**config.mk**
```make
export PLATFORM = sky130hd
export DESIGN_NAME = rf_wport_sched
export DESIGN_NICKNAME = d
export VERILOG_FILES = /design/src/rtl/rf_wport_sched_pkg.sv /design/src/rtl/rf_scoreboard.sv /design/src/rtl/rf_wport_sched.sv
export SDC_FILE = /design/constraint.sdc
export NUM_CORES = 1
export LEC_CHECK = 0
export BUFFER_PORTS_ARGS = -buffer_cell sky130_fd_sc_hd__buf_2
export CORE_MARGIN = 5
export CORE_UTILIZATION = 45
export CTS_BUF_LIST = sky130_fd_sc_hd__clkbuf_4 sky130_fd_sc_hd__clkbuf_8
export DETAILED_ROUTE_END_ITERATION = 7
export PLACE_DENSITY = 0.69
export SLEW_MARGIN = 20
export SYNTH_ARGS = -nofsm -noshare
export SYNTH_HDL_FRONTEND = slang
export SYNTH_SLANG_ARGS = --single-unit
```
**constraint.sdc**
```tcl
create_clock -name clk -period 3.7 [get_ports clk]
set_clock_uncertainty 0.2 [all_clocks]
set_input_delay 0.74 -clock clk [delete_from_list [all_inputs] [get_ports clk]]
set_output_delay 0.74 -clock clk [all_outputs]
set_load 0.02 [all_outputs]
```
**src/rtl/rf_wport_sched_pkg.sv**
```systemverilog
// rtl/rf_wport_sched_pkg.sv - shared pipeline types for the regfile write-port scheduler
package rf_wport_sched_pkg;

  typedef logic [4:0]  creg_addr_t;
  typedef logic [31:0] word_t;

  typedef enum logic [1:0] {
    S_IDLE,
    S_HOLD,
    S_FORCE
  } rf_sched_state_t;

  localparam int STARVE_MAX_DEF = 4;

endpackage

```
**src/rtl/rf_scoreboard.sv**
```systemverilog
// rtl/rf_scoreboard.sv - pending-destination vector for in-flight mul/div results
module rf_scoreboard
  import rf_wport_sched_pkg::*;
(
  input  logic       clk,
  input  logic       resetn,
  input  logic       i_set_en,
  input  creg_addr_t i_set_wa,
  input  logic       i_clr_en,
  input  creg_addr_t i_clr_wa,
  input  creg_addr_t i_ra1,
  input  creg_addr_t i_ra2,
  output logic       o_busy1,
  output logic       o_busy2
);

  logic [31:0] r_pend;
  logic [31:0] w_set_mask;
  logic [31:0] w_clr_mask;

  assign w_set_mask = (i_set_en && (i_set_wa != '0)) ? (32'd1 << i_set_wa) : 32'd0;
  assign w_clr_mask = i_clr_en ? (32'd1 << i_clr_wa) : 32'd0;

  // Applying the set after the clear lets a fresh issue survive a retiring write.
  always_ff @(posedge clk or negedge resetn) begin
    if (!resetn) begin
      r_pend <= '0;
    end else begin
      r_pend <= (r_pend & ~w_clr_mask) | w_set_mask;
    end
  end

  assign o_busy1 = (i_ra1 != '0) && r_pend[i_ra1];
  assign o_busy2 = (i_ra2 != '0) && r_pend[i_ra2];

endmodule

```
**src/rtl/rf_wport_sched.sv**
```systemverilog
// rtl/rf_wport_sched.sv - arbitrates the single regfile write port between pipeline and mul/div
module rf_wport_sched
  import rf_wport_sched_pkg::*;
#(
  parameter int STARVE_MAX = STARVE_MAX_DEF
) (
  input  logic       clk,
  input  logic       resetn,
  input  logic       p_valid,
  input  creg_addr_t p_wa,
  input  word_t      p_wd,
  input  logic       m_valid,
  input  creg_addr_t m_wa,
  input  word_t      m_wd,
  output logic       m_ready,
  input  logic       m_issue,
  input  creg_addr_t m_issue_wa,
  input  creg_addr_t ra1,
  input  creg_addr_t ra2,
  output logic       busy1,
  output logic       busy2,
  output logic       stall_req,
  output logic       we,
  output creg_addr_t wa,
  output word_t      wd
);

  localparam int CW = $clog2(STARVE_MAX + 1);

  rf_sched_state_t r_state;
  logic [CW-1:0]   r_wait;
  creg_addr_t      r_buf_wa;
  word_t           r_buf_wd;

  logic            w_m_xfer;
  logic            w_sel_valid;
  logic            w_sel_m;
  creg_addr_t      w_sel_wa;
  word_t           w_sel_wd;
  logic            w_drain;
  logic            w_cap;
  logic [CW-1:0]   w_wait_nxt;

  assign w_drain    = (r_state == S_FORCE) || ((r_state == S_HOLD) && !p_valid);
  assign m_ready    = (r_state == S_IDLE) || w_drain;
  assign stall_req  = (r_state == S_FORCE);
  assign w_m_xfer   = m_valid && m_ready;
  assign w_wait_nxt = r_wait + CW'(1);

  // Pipeline wins unless the buffer is being drained; m is captured whenever it loses.
  always_comb begin
    w_sel_valid = 1'b0;
    w_sel_m     = 1'b0;
    w_sel_wa    = '0;
    w_sel_wd    = '0;
    w_cap       = 1'b0;
    if (w_drain) begin
      w_sel_valid = 1'b1;
      w_sel_m     = 1'b1;
      w_sel_wa    = r_buf_wa;
      w_sel_wd    = r_buf_wd;
      w_cap       = w_m_xfer;
    end else if (p_valid) begin
      w_sel_valid = 1'b1;
      w_sel_wa    = p_wa;
      w_sel_wd    = p_wd;
      w_cap       = w_m_xfer;
    end else if (w_m_xfer) begin
      w_sel_valid = 1'b1;
      w_sel_m     = 1'b1;
      w_sel_wa    = m_wa;
      w_sel_wd    = m_wd;
    end
  end

  always_ff @(posedge clk or negedge resetn) begin
    if (!resetn) begin
      r_state  <= S_IDLE;
      r_wait   <= '0;
      r_buf_wa <= '0;
      r_buf_wd <= '0;
      we       <= 1'b0;
      wa       <= '0;
      wd       <= '0;
    end else begin
      we <= w_sel_valid && (w_sel_wa != '0);
      if (w_sel_valid) begin
        wa <= w_sel_wa;
        wd <= w_sel_wd;
      end
      if (w_cap) begin
        r_buf_wa <= m_wa;
        r_buf_wd <= m_wd;
        r_wait   <= '0;
        r_state  <= S_HOLD;
      end else if (w_drain) begin
        r_state <= S_IDLE;
      end else if (r_state == S_HOLD) begin
        r_wait <= w_wait_nxt;
        if (w_wait_nxt >= CW'(STARVE_MAX)) r_state <= S_FORCE;
      end
    end
  end

  rf_scoreboard u_scoreboard (
    .clk      (clk),
    .resetn   (resetn),
    .i_set_en (m_issue),
    .i_set_wa (m_issue_wa),
    .i_clr_en (w_sel_valid && w_sel_m),
    .i_clr_wa (w_sel_wa),
    .i_ra1    (ra1),
    .i_ra2    (ra2),
    .o_busy1  (busy1),
    .o_busy2  (busy2)
  );

endmodule

```
==> reports/metrics.csv, run 1 <==
stage,metric,value,unit
run_status,status,completed,
timing,Slew HR,41.8,%
synth,distinct cell type count after synthesis,57,
layout,Antenna diodes,0,
clocking,Worst-path clk slew,0.11,ns
setup_path,worst r2r path cells,5,
layout,share of layout cells above drive strength 1,36.8,%
synth,register area share after synthesis,48.4,%
layout,NumNets Final,742,
die,Die Height,123,um
setup_path,CP Launch Type,primary input,
timing,period utilization,92.0,%
timing,"Slew Viols, Final",0,
setup_path,r2r endpoint,u_scoreboard.r_pend[19],
timing,Final Hold Fails,0,
route,Vias,4893,
clocking,CTS sink count,111,
synth,Compound-Gate Fraction of Synth Area,22.0,%
clocking,Max Root-Sink Buffers,2,
route,drt drc,0,
global_routing,Tot GR Track Use,21.0,%
timing,Final min period,3.40,ns
route,DRT Wirelength,15800,um
clocking,hold buffers post-CTS,0,
placement,port bufs,135,
route,Wirelength per Cell,19.2,um
layout,fillcell total,1109,
synth,fraction of registers with async set/reset,100,%
route,First-pass DRT Iterations,4,
setup_path,R2R Setup Slk,0.99,ns
timing,setup tns final,0,ns
setup_path,CP max stage cell,mux4_2,
setup_path,Crit path max-delay family,multiplexers,
setup_path,launch point of the worst reg-to-reg path,r_state[1],
die,FP Rows,41,
die,Core Area,12600,um^2
synth,#FFs+latches synth,111,
route,Detailed Route Iter0 Violations,291,
synth,mux cell area share after synthesis,15.4,%
placement,hpwl dp,11500,um
timing,Hold Slack,0.141,ns
synth,Main synth FF type,dfrtp_1,
global_routing,vias in the first global route,4774,
pwr,power density cells,718,nW/um^2
setup_path,worst-path fanout max,9,
die,total die area,15100,um^2
setup_path,"Req. time, crit path",2.76,ns
setup_path,crit path from,ra1[0],
synth,adder-cell share of the synthesized area,0.218,%
layout,final core utilization,53.6,%
pwr,peak supply drop,0.000299,V
synth,post-synthesis xor/xnor area fraction,0.153,%
layout,Sequential Area,2780,um^2
clocking,TritonCTS Buffers,9,
clocking,post-CTS setup buffer count,0,
clocking,Worst-Skew Late Latency,0.38,ns
global_routing,first-pass GRT wire length,24900,um
clocking,Root Buffer,clkbuf_8,
global_routing,antenna violations before repair,1,
setup_path,Worst path depth,5,
die,# IOs,136,
timing,RSZ-0062 raised after global routing,no,
setup_path,"slowest stage delay, CP",0.54,ns
run,Max-Cap Viols,0,
pwr,Lkg Pwr,2.86,nW
synth,Mean Syn Cell Area,10.9,um^2
layout,most frequent cells in the layout,"buf_2 (134), dfrtp_1 (111), o21ai_0 (54)",
die,Initial Util,45.6,%
worst_hold_path,HP Class,primary input to async pin,
setup_path,WP buf/inv,2,
clocking,CTS tree,built,
synth,Ys Warns,0,
synth,syn nets,620,
synth,main combinational cell family by area after synthesis,compound AO/OA/AOI/OAI gates,
route,final antenna-violating net count,0,
setup_path,critical-path cell list,buf_2 > mux4_2 > mux4_2 > mux2_2 > buf_2,
clocking,Resized Gates After CTS,0,
layout,area occupied by multi-input gates,2790,um^2
synth,Post-synth EDFFs,0,
timing,Max Clk Rate,294,MHz
route,DR vias/cell,5.94,
synth,simple-gate share of the synthesized area,10.7,%
layout,"most common cell after layout, fill and taps aside",buf_2,
synth,Gate Count Post-Synth,525,
die,die width,123,um
timing,post-route setup slack,0.297,ns
setup_path,crit path kind,primary input to output pin,
placement,"worst slack, placed",0.275,ns
layout,P&R area growth vs syn,17.5,%
synth,post-synthesis cell area,5740,um^2
clocking,H-tree levels,3,
placement,GPL Wtd Cong,0.950,
global_routing,total congestion overflow,0,
timing,Tightest Pin Transition,0.870,ns
setup_path,CP arrival,2.46,ns
setup_path,Crit. End Element,output pin,
timing,endpoints failing setup,0,
setup_path,Setup crit end,busy1,
global_routing,pin count of the biggest net entering global routing,45,
## area by class of cell
type	instances	area share, %
clock buffers	11	2.15
multi-input cells	375	41.4
repair buffers	145	11.2
inverters	5	0.278
well taps	172	3.19
clock inverters	5	0.612
flip-flops and latches	111	41.2
## worst min-delay path by stage
stage	slack [ns]	from	end
after detailed placement	0.27	wd[17]	wd[17]
after global placement	0.26	wd[17]	wd[17]
final	0.14	resetn	r_buf_wd[1]
after floorplan	0.24	resetn	r_buf_wa[0]
after CTS	0.15	resetn	wd[8]
after global routing	0.18	resetn	r_buf_wd[8]
## layer usage
metal,wire (um),GRT usage (%),up-vias
met5,10,0,-
met3,1440,4.12,14
li1,-,-,2245
met2,7720,35.1,216
met4,167,4.83,2
met1,6480,28.5,2416
## Yosys cell counts (5+ instances only)
library cell / n / share of area [%]
clkbuf_1: 13 / 0.85
o31ai_1: 22 / 2.9
dfrtp_1: 111 / 48
a221oi_1: 33 / 5.0
nand2_1: 53 / 3.5
a21oi_1: 18 / 1.6
o21ai_1: 5 / 0.44
nor3_1: 9 / 0.79
nor2_1: 43 / 2.8
o41ai_1: 7 / 1.1
buf_2: 18 / 1.6
a21o_1: 5 / 0.65
mux4_2: 18 / 7.1
o21ai_0: 54 / 4.7
mux2_2: 39 / 7.7
nand2b_1: 6 / 0.65
## worst reg2reg max path, stage by stage, from the launching register on
cell      delay, ns
dfrtp_1        0.75
nor2_2         0.20
a221oi_2       0.43
a21oi_1        0.16
nor3_2         0.58
o221ai_1       0.23
## flip-flops by register name, indices dropped and copies added, names as in the netlist
name                 cells
we                       1
wa                       5
u_scoreboard.r_pend     31
r_wait                   3
r_buf_wd                32
r_buf_wa                 5
wd                      32
r_state                  2
## cells by family after synthesis
kind of cell             Yosys count
adder cells (fa/ha/maj)            1
AO/OA/AOI/OAI                    177
multiplexers                      61
XOR/XNOR                           1
buffers and inverters             39
flip-flops                       111
AND/OR/NAND/NOR                  135
## through the flow
| stage | cells | cell area, um^2 | power, mW |
|---|---|---|---|
| after detailed placement | 808 | 6550 | 4.16 |
| after global placement | 808 | 6550 | 4.07 |
| after global routing | 824 | 6740 | 5.17 |
| after CTS | 824 | 6740 | 4.86 |
| after floorplan | 525 | 5740 | 3.47 |
| final | 824 | 6740 | 4.84 |
## report_power, final
part / total, mW / internal, mW / switching, mW
combinational: 1.97 / 0.867 / 1.10
clock: 0.701 / 0.277 / 0.423
sequential: 2.17 / 1.76 / 0.414
total: 4.84 / 2.90 / 1.94
Note: power is estimated with default switching activity, not from simulation.
==> run 2, diff against run 1 <==
Settings changed: RECOVER_POWER set to 25.
==> reports/metrics.csv, run 2 (synthesis gave the netlist of run 1 again) <==
stage,metric,value,unit,change
run_status,status,"complete, but fails checks",,
run_status,failing checks,"capacitance limit, slew limit",,
pwr,switching power,1.94,mW,about the same
timing,Final Hold Fails,0,,unchanged
setup_path,R2R Setup Slk,0.99,ns,about the same
pwr,clock share of power,14.5,%,about the same
placement,port bufs,135,,unchanged
layout,most frequent cells in the layout,"buf_2 (134), dfrtp_1 (111), o21ai_0 (54)",,
layout,Top Registers,"r_buf_wd: 32 flops, wd: 32 flops, u_scoreboard.r_pend: 31 flops",,
timing,Tightest Pin Transition,2.33,ns,+1.46 ns
timing,endpoints failing setup,0,,unchanged
layout,"most common cell after layout, fill and taps aside",buf_2,,
clocking,CTS sink count,111,,unchanged
timing,Final min period,3.40,ns,+0.000125 ns
route,Wirelength per Cell,19.2,um,about the same
clocking,CTS tree,built,,
global_routing,Tot GR Track Use,21.0,%,unchanged
placement,"worst slack, placed",0.275,ns,unchanged
die,# IOs,136,,unchanged
layout,fin cells,824,,unchanged
placement,GPL Wtd Cong,0.950,,unchanged
setup_path,launch point of the worst reg-to-reg path,r_state[1],,
clocking,Worst-path clk slew,0.09,ns,-0.02 ns
pwr,sequential power share,44.8,%,about the same
placement,hpwl dp,11500,um,unchanged
layout,Antenna diodes,0,,unchanged
pwr,Lkg Pwr,2.85,nW,-0.17%
route,drt drc,0,,unchanged
placement,placed cells,808,,unchanged
clocking,TritonCTS Buffers,9,,unchanged
layout,fin area,6730,um^2,-0.13%
die,total die area,15100,um^2,unchanged
global_routing,total congestion overflow,0,,unchanged
clocking,Max Root-Sink Buffers,2,,unchanged
setup_path,"Req. time, crit path",2.76,ns,about the same
pwr,Int Power,2.90,mW,about the same
setup_path,crit path kind,primary input to output pin,,
clocking,hold buffers post-CTS,0,,unchanged
global_routing,first-pass GRT wire length,24900,um,unchanged
route,final antenna-violating net count,0,,unchanged
route,DRT Wirelength,15800,um,about the same
global_routing,pin count of the biggest net entering global routing,45,,unchanged
clocking,post-CTS setup buffer count,0,,unchanged
die,FP Rows,41,,unchanged
run,Max-Cap Viols,1,,+1
timing,Slew HR,-55.5,%,-97 points
timing,post-route setup slack,0.297,ns,-0.000125 ns
worst_hold_path,Min-Delay Startpoint,wd[28],,
timing,Max Clk Rate,294,MHz,about the same
worst_hold_path,hold path depth,2,,
die,Die Height,123,um,unchanged
worst_hold_path,HP Class,register to register,,
clocking,H-tree levels,3,,unchanged
timing,"Slew Viols, Final",45,,+45
timing,period utilization,92.0,%,about the same
clocking,Resized Gates After CTS,0,,unchanged
route,DR vias/cell,5.96,,+0.45%
pwr,Comb power frac,40.7,%,about the same
placement,placed cell area,6550,um^2,unchanged
layout,NumNets Final,742,,unchanged
setup_path,CP arrival,2.46,ns,about the same
pwr,switching part of the total power,40.1,%,about the same
route,First-pass DRT Iterations,4,,unchanged
layout,share of layout cells above drive strength 1,36.7,%,-0.15 points
pwr,power density cells,719,nW/um^2,+0.12%
clocking,Root Buffer,clkbuf_8,,
timing,setup tns final,0,ns,unchanged
setup_path,Crit. End Element,output pin,,
setup_path,worst r2r path cells,5,,unchanged
timing,RSZ-0062 raised after global routing,no,,
pwr,peak supply drop,0.000299,V,about the same
route,Vias,4915,,+0.45%
layout,final core utilization,53.6,%,-0.070 points
global_routing,antenna violations before repair,1,,unchanged
worst_hold_path,worst hold endpoint,wd[28],,
setup_path,worst-path fanout max,9,,unchanged
die,die width,123,um,unchanged
global_routing,vias in the first global route,4774,,unchanged
die,Initial Util,45.6,%,unchanged
clocking,Worst-Skew Late Latency,0.38,ns,about the same
die,Core Area,12600,um^2,unchanged
route,Detailed Route Iter0 Violations,292,,+0.34%
setup_path,r2r endpoint,u_scoreboard.r_pend[19],,
setup_path,CP Launch Type,primary input,,
layout,P&R area growth vs syn,17.4,%,
run 2: cell types whose count changed in the layout (fill, tap and decap cells not counted):
cell,previous run,this run
buf_4,11,8
clkbuf_2,0,2
clkbuf_1,0,1
run 2: cell type report:
cell class / count / area (um^2)
fillers: 1112 / 5840
multi-input cells: 375 / 2790
flip-flops and latches: 111 / 2780
repair buffers: 145 / 744
well taps: 172 / 215
clock buffers: 11 / 145
clock inverters: 5 / 41.3
inverters: 5 / 18.8
run 2: routing by layer:
layer	share of wire (%)	track usage (%)	vias to the layer above	routed length, um
met1	41	28.5	2427	6450
li1	-	-	2245	-
met5	0.063	0	-	10
met2	49	35.1	227	7720
met4	1.1	4.83	2	167
met3	9.3	4.12	14	1470
run 2: worst max path at each step:
stage,startpoint,end,slack [ns],depth (start not counted)
6_report,ra1[0],busy1,0.30,5
5_1_grt,ra1[0],busy1,0.22,5
4_1_cts,ra1[0],busy1,0.27,5
3_5_place_dp,ra1[0],busy1,0.28,5
3_3_place_gp,ra1[0],busy1,0.33,5
2_1_floorplan,ra1[0],busy1,0.49,4
run 2: per-stage QoR:
stage               hold slack, ns  total power, mW
floorplan                    0.244             3.47
global placement             0.256             4.07
detailed placement           0.266             4.16
CTS                          0.146             4.86
global route                 0.319             5.16
finish                       0.283             4.84
run 2: power groups by stage:
stage / combinational [mW] / clock (mW) / sequential, mW
2_1_floorplan: 1.21 / 0 / 2.26
4_1_cts: 1.98 / 0.722 / 2.16
3_5_place_dp: 1.98 / 0 / 2.18
6_report: 1.97 / 0.701 / 2.17
5_1_grt: 2.16 / 0.769 / 2.24
3_3_place_gp: 1.93 / 0 / 2.15
run 2: critical path: stages:
cell,delay [ns]
buf_2,0.25
mux4_2,0.54
mux4_2,0.48
mux2_2,0.28
buf_2,0.16
